==> src/rtl/dotprod_pkg.sv <==
// dotprod_pkg: shared CFU types, function IDs and arithmetic helpers for the dot-product unit
package dotprod_pkg;
  typedef enum logic [1:0] {CFU_OK, CFU_ERROR_FUNC, CFU_ERROR_STATE, CFU_ERROR_OFF} cfu_status_t;
  typedef enum logic [1:0] {CFU_CS_OFF, CFU_CS_INIT, CFU_CS_CLEAN, CFU_CS_DIRTY} cfu_cs_t;
  typedef struct packed {
    cfu_cs_t     cs;
    logic [19:0] rsvd;
    logic [9:0]  state_size;
  } cfu_csw_t;
  typedef enum logic [9:0] {DP = 10'd0, DP_ACC = 10'd1, SDP = 10'd2, SDP_ACC = 10'd3} dotprod_cfid_t;
  typedef enum logic [1:0] {IDLE, MAC, RESP} dotprod_fsm_t;
  localparam int F_WR_STATE = 1020;
  localparam int F_RD_STATE = 1021;
  localparam int F_WR_STATUS = 1022;
  localparam int F_RD_STATUS = 1023;

  function automatic int steps(input int data_w, input int elem_w, input int lanes);
    return data_w / elem_w / lanes;
  endfunction

  // Operands arrive already extended to 64 bits; w is the true result width.
  function automatic logic [63:0] sat_add(input logic [63:0] a, input logic [63:0] b, input int w,
                                          input logic sgn, input logic sat);
    logic signed [65:0] s, hi, lo;
    s = (sgn ? {{2{a[63]}}, a} : {2'b0, a}) + (sgn ? {{2{b[63]}}, b} : {2'b0, b});
    hi = sgn ? (66'sd1 <<< (w - 1)) - 66'sd1 : (66'sd1 <<< w) - 66'sd1;
    lo = sgn ? -(66'sd1 <<< (w - 1)) : 66'sd0;
    return !sat ? s[63:0] : s > hi ? hi[63:0] : s < lo ? lo[63:0] : s[63:0];
  endfunction
endpackage

==> src/rtl/dotprod_lane_mac.sv <==
// dotprod_lane_mac: LANES parallel element products summed into one W-bit partial
module dotprod_lane_mac #(
  parameter int W = 32,
  parameter int E = 8,
  parameter int LANES = 2
) (
  input  logic [LANES*E-1:0] a,
  input  logic [LANES*E-1:0] b,
  input  logic               sgn,
  output logic [W-1:0]       sum
);
  function automatic logic [W-1:0] ext(input logic [E-1:0] x, input logic s);
    return s ? W'(signed'(x)) : W'(x);
  endfunction

  always_comb begin
    sum = '0;
    for (int i = 0; i < LANES; i++) sum = sum + W'(ext(a[i*E+:E], sgn) * ext(b[i*E+:E], sgn));
  end
endmodule

==> src/rtl/dotprod_l2_cxu.sv <==
// dotprod_l2_cxu: multi-context variable-latency dot-product CFU with req/resp handshake
module dotprod_l2_cxu
  import dotprod_pkg::*;
#(
  parameter int CFU_N_STATES   = 4,
  parameter int CFU_FUNC_ID_W  = 10,
  parameter int CFU_DATA_W     = 32,
  parameter int ELEM_W         = 8,
  parameter int LANES          = 2,
  parameter int SAT            = 0,
  parameter int CFU_STATE_ID_W = $clog2(CFU_N_STATES) + 1
) (
  input  logic                      clk,
  input  logic                      rst_n,
  input  logic                      clk_en,
  input  logic                      req_valid,
  output logic                      req_ready,
  input  logic [CFU_STATE_ID_W-1:0] req_state,
  input  logic [CFU_FUNC_ID_W-1:0]  req_func,
  input  logic [CFU_DATA_W-1:0]     req_data0,
  input  logic [CFU_DATA_W-1:0]     req_data1,
  output logic                      resp_valid,
  input  logic                      resp_ready,
  output cfu_status_t               resp_status,
  output logic [CFU_DATA_W-1:0]     resp_data
);
  localparam int W = CFU_DATA_W;
  localparam int FW = CFU_FUNC_ID_W;
  localparam int STEPS = steps(CFU_DATA_W, ELEM_W, LANES);
  localparam int SLICE = LANES * ELEM_W;
  localparam int SW = $clog2(STEPS + 1);
  localparam int IW = CFU_N_STATES > 1 ? $clog2(CFU_N_STATES) : 1;
  localparam logic [FW-1:0] F_WST = FW'(F_WR_STATE);
  localparam logic [FW-1:0] F_RST = FW'(F_RD_STATE);
  localparam logic [FW-1:0] F_WSS = FW'(F_WR_STATUS);
  localparam logic [FW-1:0] F_RSS = FW'(F_RD_STATUS);
  localparam logic [FW-1:0] F_MAC_MAX = FW'(SDP_ACC);

  dotprod_fsm_t              fsm;
  logic [SW-1:0]             step;
  logic [W-1:0]              psum, op0, op1, sh0, sh1, lane_sum, dot, macc, racc, fin, nres;
  logic [63:0]               sa;
  logic [CFU_STATE_ID_W-1:0] st;
  logic [FW-1:0]             func;
  logic [IW-1:0]             idx, ridx;
  cfu_cs_t                   css [CFU_N_STATES];
  logic [CFU_N_STATES-1:0]   zaccs;
  logic [W-1:0]              accs [CFU_N_STATES];
  cfu_cs_t                   rcs;
  cfu_csw_t                  csw;
  cfu_status_t               nstat;
  logic                      rs_ok, is_stat, known, hs_resp, wr_acc, wr_status;

  function automatic logic [63:0] ext(input logic [W-1:0] x, input logic s);
    return s ? 64'(signed'(x)) : 64'(x);
  endfunction

  assign req_ready = clk_en && fsm == IDLE;
  assign sh0 = op0 >> (32'(step) * SLICE);
  assign sh1 = op1 >> (32'(step) * SLICE);

  dotprod_lane_mac #(.W(W), .E(ELEM_W), .LANES(LANES)) u_lane_mac (
    .a  (sh0[SLICE-1:0]),
    .b  (sh1[SLICE-1:0]),
    .sgn(func[1]),
    .sum(lane_sum)
  );

  always_comb begin
    rs_ok = 32'(req_state) < CFU_N_STATES;
    ridx = IW'(req_state);
    rcs = rs_ok ? css[ridx] : CFU_CS_OFF;
    is_stat = req_func == F_WSS || req_func == F_RSS;
    known = req_func <= F_MAC_MAX || req_func >= F_WST;
    nstat = !rs_ok ? CFU_ERROR_STATE : (rcs == CFU_CS_OFF && !is_stat) ? CFU_ERROR_OFF :
            !known ? CFU_ERROR_FUNC : CFU_OK;
    racc = zaccs[ridx] ? '0 : accs[ridx];
    csw = '{cs: rcs, rsvd: '0, state_size: 10'd1};
    nres = nstat != CFU_OK ? '0 : req_func == F_RST ? racc : req_func == F_WST ? req_data0 :
           req_func == F_RSS ? W'(csw) : '0;
    idx = IW'(st);
    macc = zaccs[idx] ? '0 : accs[idx];
    dot = psum + lane_sum;
    sa = sat_add(ext(macc, func[1]), ext(dot, func[1]), W, func[1], SAT != 0);
    fin = func[0] ? sa[W-1:0] : dot;
    hs_resp = clk_en && fsm == RESP && resp_ready;
    wr_acc = hs_resp && resp_status == CFU_OK && (func <= F_MAC_MAX || func == F_WST);
    wr_status = hs_resp && resp_status == CFU_OK && func == F_WSS;
  end

  always_ff @(posedge clk) if (wr_acc) accs[idx] <= resp_data;

  always_ff @(posedge clk or negedge rst_n) begin
    if (!rst_n) begin
      fsm <= IDLE;
      step <= '0;
      psum <= '0;
      st <= '0;
      func <= '0;
      op0 <= '0;
      op1 <= '0;
      resp_valid <= 1'b0;
      resp_status <= CFU_OK;
      resp_data <= '0;
      zaccs <= '1;
      for (int i = 0; i < CFU_N_STATES; i++) css[i] <= CFU_CS_INIT;
    end else if (clk_en) begin
      case (fsm)
        IDLE: if (req_valid) begin
          st <= req_state;
          func <= req_func;
          op0 <= req_data0;
          op1 <= req_data1;
          step <= '0;
          psum <= '0;
          if (nstat == CFU_OK && req_func <= F_MAC_MAX) fsm <= MAC;
          else begin
            fsm <= RESP;
            resp_valid <= 1'b1;
            resp_status <= nstat;
            resp_data <= nres;
          end
        end
        MAC: begin
          psum <= dot;
          step <= step + 1'b1;
          if (32'(step) == STEPS - 1) begin
            fsm <= RESP;
            resp_valid <= 1'b1;
            resp_status <= CFU_OK;
            resp_data <= fin;
          end
        end
        RESP: if (resp_ready) begin
          fsm <= IDLE;
          resp_valid <= 1'b0;
          // OFF and INIT both mean the context restarts from a zero accumulator
          if (wr_status) begin
            css[idx] <= cfu_cs_t'(op0[1:0]);
            if (op0[1:0] <= 2'(CFU_CS_INIT)) zaccs[idx] <= 1'b1;
          end else if (wr_acc) begin
            css[idx] <= CFU_CS_DIRTY;
            zaccs[idx] <= 1'b0;
          end
        end
        default: fsm <= IDLE;
      endcase
    end
  end
endmodule
==> config.mk <==
export PLATFORM = sky130hd
export DESIGN_NAME = dotprod_l2_cxu
export DESIGN_NICKNAME = d
export VERILOG_FILES = /design/src/rtl/dotprod_pkg.sv /design/src/rtl/dotprod_lane_mac.sv /design/src/rtl/dotprod_l2_cxu.sv
export SDC_FILE = /design/constraint.sdc
export NUM_CORES = 2
export LEC_CHECK = 0
export ABC_AREA = 0
export BUFFER_PORTS_ARGS = -buffer_cell sky130_fd_sc_hd__buf_4
export CORE_MARGIN = 1.5
export CORE_UTILIZATION = 50
export CTS_BUF_LIST = sky130_fd_sc_hd__clkbuf_4
export CTS_CLUSTER_DIAMETER = 80
export DETAILED_ROUTE_END_ITERATION = 16
export GPL_ROUTABILITY_DRIVEN = 0
export PLACE_DENSITY_LB_ADDON = 0.05
export SKIP_LAST_GASP = 1
export SYNTH_ARGS = -nofsm -noshare
export SYNTH_HDL_FRONTEND = slang
export SYNTH_SLANG_ARGS = --single-unit
export TNS_END_PERCENT = 20
==> constraint.sdc <==
create_clock -name clk -period 15.6 [get_ports clk]
set_input_delay 0.78 -clock clk [delete_from_list [all_inputs] [get_ports clk]]
set_output_delay 0.78 -clock clk [all_outputs]
set_load 0.02 [all_outputs]
==> impl_metrics.json <==
{
  "outcome": "finished clean",
  "min_path_cells": 2,
  "synth_top_area_share_pct": 30.8,
  "synth-edff-count": 128,
  "drt_iter0_markers": 1454,
  "regToRegStartpoint": "step[0]$_DFFE_PN0P_",
  "synth_area_sq_um": 32600,
  "dr.pass1.iters": 6,
  "ctsHtreeMaxLevel": 3,
  "overflow": 0,
  "rsz0062_at_grt": "no",
  "crit_path_top_delay_cell": "nor2_1",
  "skew_ns": 0.0798,
  "drive_gt1_share_pct": 15.2,
  "ys.warnings.count": 0,
  "reg2reg_depth": 38,
  "worstSetupPathType": "reg -> reg",
  "vias": 21900,
  "met1_length_um": 38700,
  "syn2layout_area_growth_pct": 8.37,
  "clock_latency_ns": 0.84,
  "cts.clk_slew.worst_paths_ns": 0.07,
  "synth-main-ff-cell": "dfrtp_1",
  "postSynthCellCount": 2950,
  "slowest_delay_ns": 0.73,
  "min_period_ns": 12.58,
  "path_buf_inv": 7,
  "drv_slew": 0,
  "avgViaCountPerCell": 5.48,
  "grt_pass1_wl_um": 143000,
  "synth_area_per_cell_sq_um": 11.1,
  "drc_errors": 0,
  "post-route-period-util_pct": 80.7,
  "wire_per_inst_um": 22.4,
  "postRouteAntennaNets": 0,
  "cp_data_required_time_ns": 16.25,
  "dieWidth_um": 258,
  "rr_endpoint": "resp_data[31]$_DFFE_PN0P_",
  "cp_max_fo": 35,
  "wl_met2_um": 42700,
  "layout_commonest_cell": "inv_1",
  "startpoint_type": "flip-flop",
  "min_path_type": "in -> reg",
  "end_kind": "flip-flop",
  "finalHoldViolations": 0,
  "maxUsedRoutingLayer": "met5",
  "cp_top_family": "adder cells",
  "rows": 93,
  "hold_path.startpoint": "req_state[2]",
  "clockRootBuffer": "clkbuf_4",
  "wl_met3_um": 4740,
  "synth_area_leader_cell": "fa_1",
  "core_sq_um": 64500,
  "clock-sinks": 287,
  "grt_pass1_vias": 24400,
  "crit_path_frequent_cell": "fa_1",
  "ys_ff_latch": 287,
  "synth_fp_nets": 3795,
  "fmax_mhz": 79.5,
  "drv_cap": 0,
  "yosysUniqueCellTypes": 81,
  "grt.total_usage_pct": 28.4,
  "totalWireLength_um": 89300,
  "crit_arrival_ns": 13.23,
  "die-area_sq_um": 66800,
  "worstMarginPinSlew_ns": 1.11,
  "finalSetupViolations": 0,
  "cts_tree": "built",
  "start_util_pct": 50.6,
  "io_pins": 118,
  "cts_made_buffers": 80,
  "grt_max_degree": 80,
  "slew_headroom_pct": 25.7,
  "nNetsFinal": 3918,
  "die_h_um": 258,
  "rrSetupSlack_ns": 3.02,
  "hpwl_um": 73700,
  "io_buffers": 117,
  "hold_end": "resp_status[0]$_DFFE_PN0P_",
  "grt_antenna_before_repair": 2,
  "yosysSeqAreaShare_pct": 24.0,
  "fin_setup_tns_ns": 0,
  "layout_common_cells": "607 x inv_1, 502 x fa_1, 261 x ha_1, 178 x nor2_1, 148 x dfrtp_1",
  "async_reset_ff_share_pct": 55.4,
  "clock_path_buffers": 3,
  "netlist_top_cells_area": "fa_1 31%, edfxtp_1 12%, dfrtp_1 12%"
}
synth_stat cells (31+ instances only):
| cell type | count |
|---|---|
| dfrtp_1 | 151 |
| o21ai_0 | 76 |
| fa_1 | 502 |
| mux2i_1 | 43 |
| edfxtp_1 | 128 |
| a22o_1 | 31 |
| mux2_2 | 81 |
| ha_1 | 261 |
| a21oi_1 | 101 |
| or2_2 | 33 |
| nand2_1 | 140 |
| xnor2_1 | 89 |
| nor2_1 | 178 |
| nor2b_1 | 57 |
| clkbuf_1 | 71 |
| inv_1 | 607 |
| mux4_2 | 67 |
final cells by class:
| type | count | area (sq um) |
|---|---|---|
| Sequential cell | 287 | 7840 |
| Fill cell | 5736 | 29100 |
| Timing Repair Buffer | 143 | 1080 |
| Antenna cell | 1 | 2.50 |
| Clock buffer | 116 | 871 |
| Clock inverter | 32 | 188 |
| Multi-Input combinational cell | 1952 | 22000 |
| Inverter | 609 | 2290 |
| Tap cell | 855 | 1070 |
kinds of logic after synthesis:
logic type | synth area share (%)
flops | 24.0
xor+xnor | 2.99
compound gates | 7.13
buf+inv | 8.56
fa+ha+maj | 40.8
simple gates | 7.70
mux | 8.78
how the worst max path moves through the flow:
stage          slack [ns]                   endpoint  cells past startpoint                start
2_1_floorplan        4.50  resp_data[31]$_DFFE_PN0P_                     39  step[0]$_DFFE_PN0P_
3_3_place_gp         3.42  resp_data[31]$_DFFE_PN0P_                     34  step[0]$_DFFE_PN0P_
3_5_place_dp         3.01  resp_data[31]$_DFFE_PN0P_                     38  step[0]$_DFFE_PN0P_
4_1_cts              2.96  resp_data[31]$_DFFE_PN0P_                     38  step[0]$_DFFE_PN0P_
5_1_grt              2.13  resp_data[31]$_DFFE_PN0P_                     38  step[0]$_DFFE_PN0P_
6_report             3.02  resp_data[31]$_DFFE_PN0P_                     38  step[0]$_DFFE_PN0P_
metrics by stage:
step           cell area [sq um]  hold WS (ns)  util (%)  setup slack [ns]  std cells
3_3_place_gp               34300         0.487      53.2              3.42       3845
4_1_cts                    35400         0.122      54.8              2.96       3994
6_report                   35400         0.188      54.8              3.02       3995
2_1_floorplan              32600         0.470         -              4.50       2950
5_1_grt                    35400         0.145      54.8              2.13       3995
3_5_place_dp               34300         0.493      53.2              3.01       3845
routing by layer:
| metal | track usage [%] | vias up |
|---|---|---|
| met3 | 3.52 | 182 |
| li1 | - | 9881 |
| met5 | 0 | - |
| met2 | 46.5 | 733 |
| met4 | 10.1 | 2 |
| met1 | 39.2 | 11100 |
timing repair:
action | CTS | global route
setup buffers | 0 | 0
hold endpoints to repair | 46 | 0
hold buffers | 1 | 0
gates resized for setup | 0 | 0
state kept, by name (all words and copies together), names as in the netlist, 8 cells and up, named ones only:
| name | flops |
|---|---|
| accs | 128 |
| op0 | 32 |
| op1 | 32 |
| psum | 32 |
| resp_data | 32 |
| func | 10 |
| css | 8 |
Power is left out: the tool's default activity adds up to more than one toggle a clock period on the data nets, which glitch-free logic cannot reach.
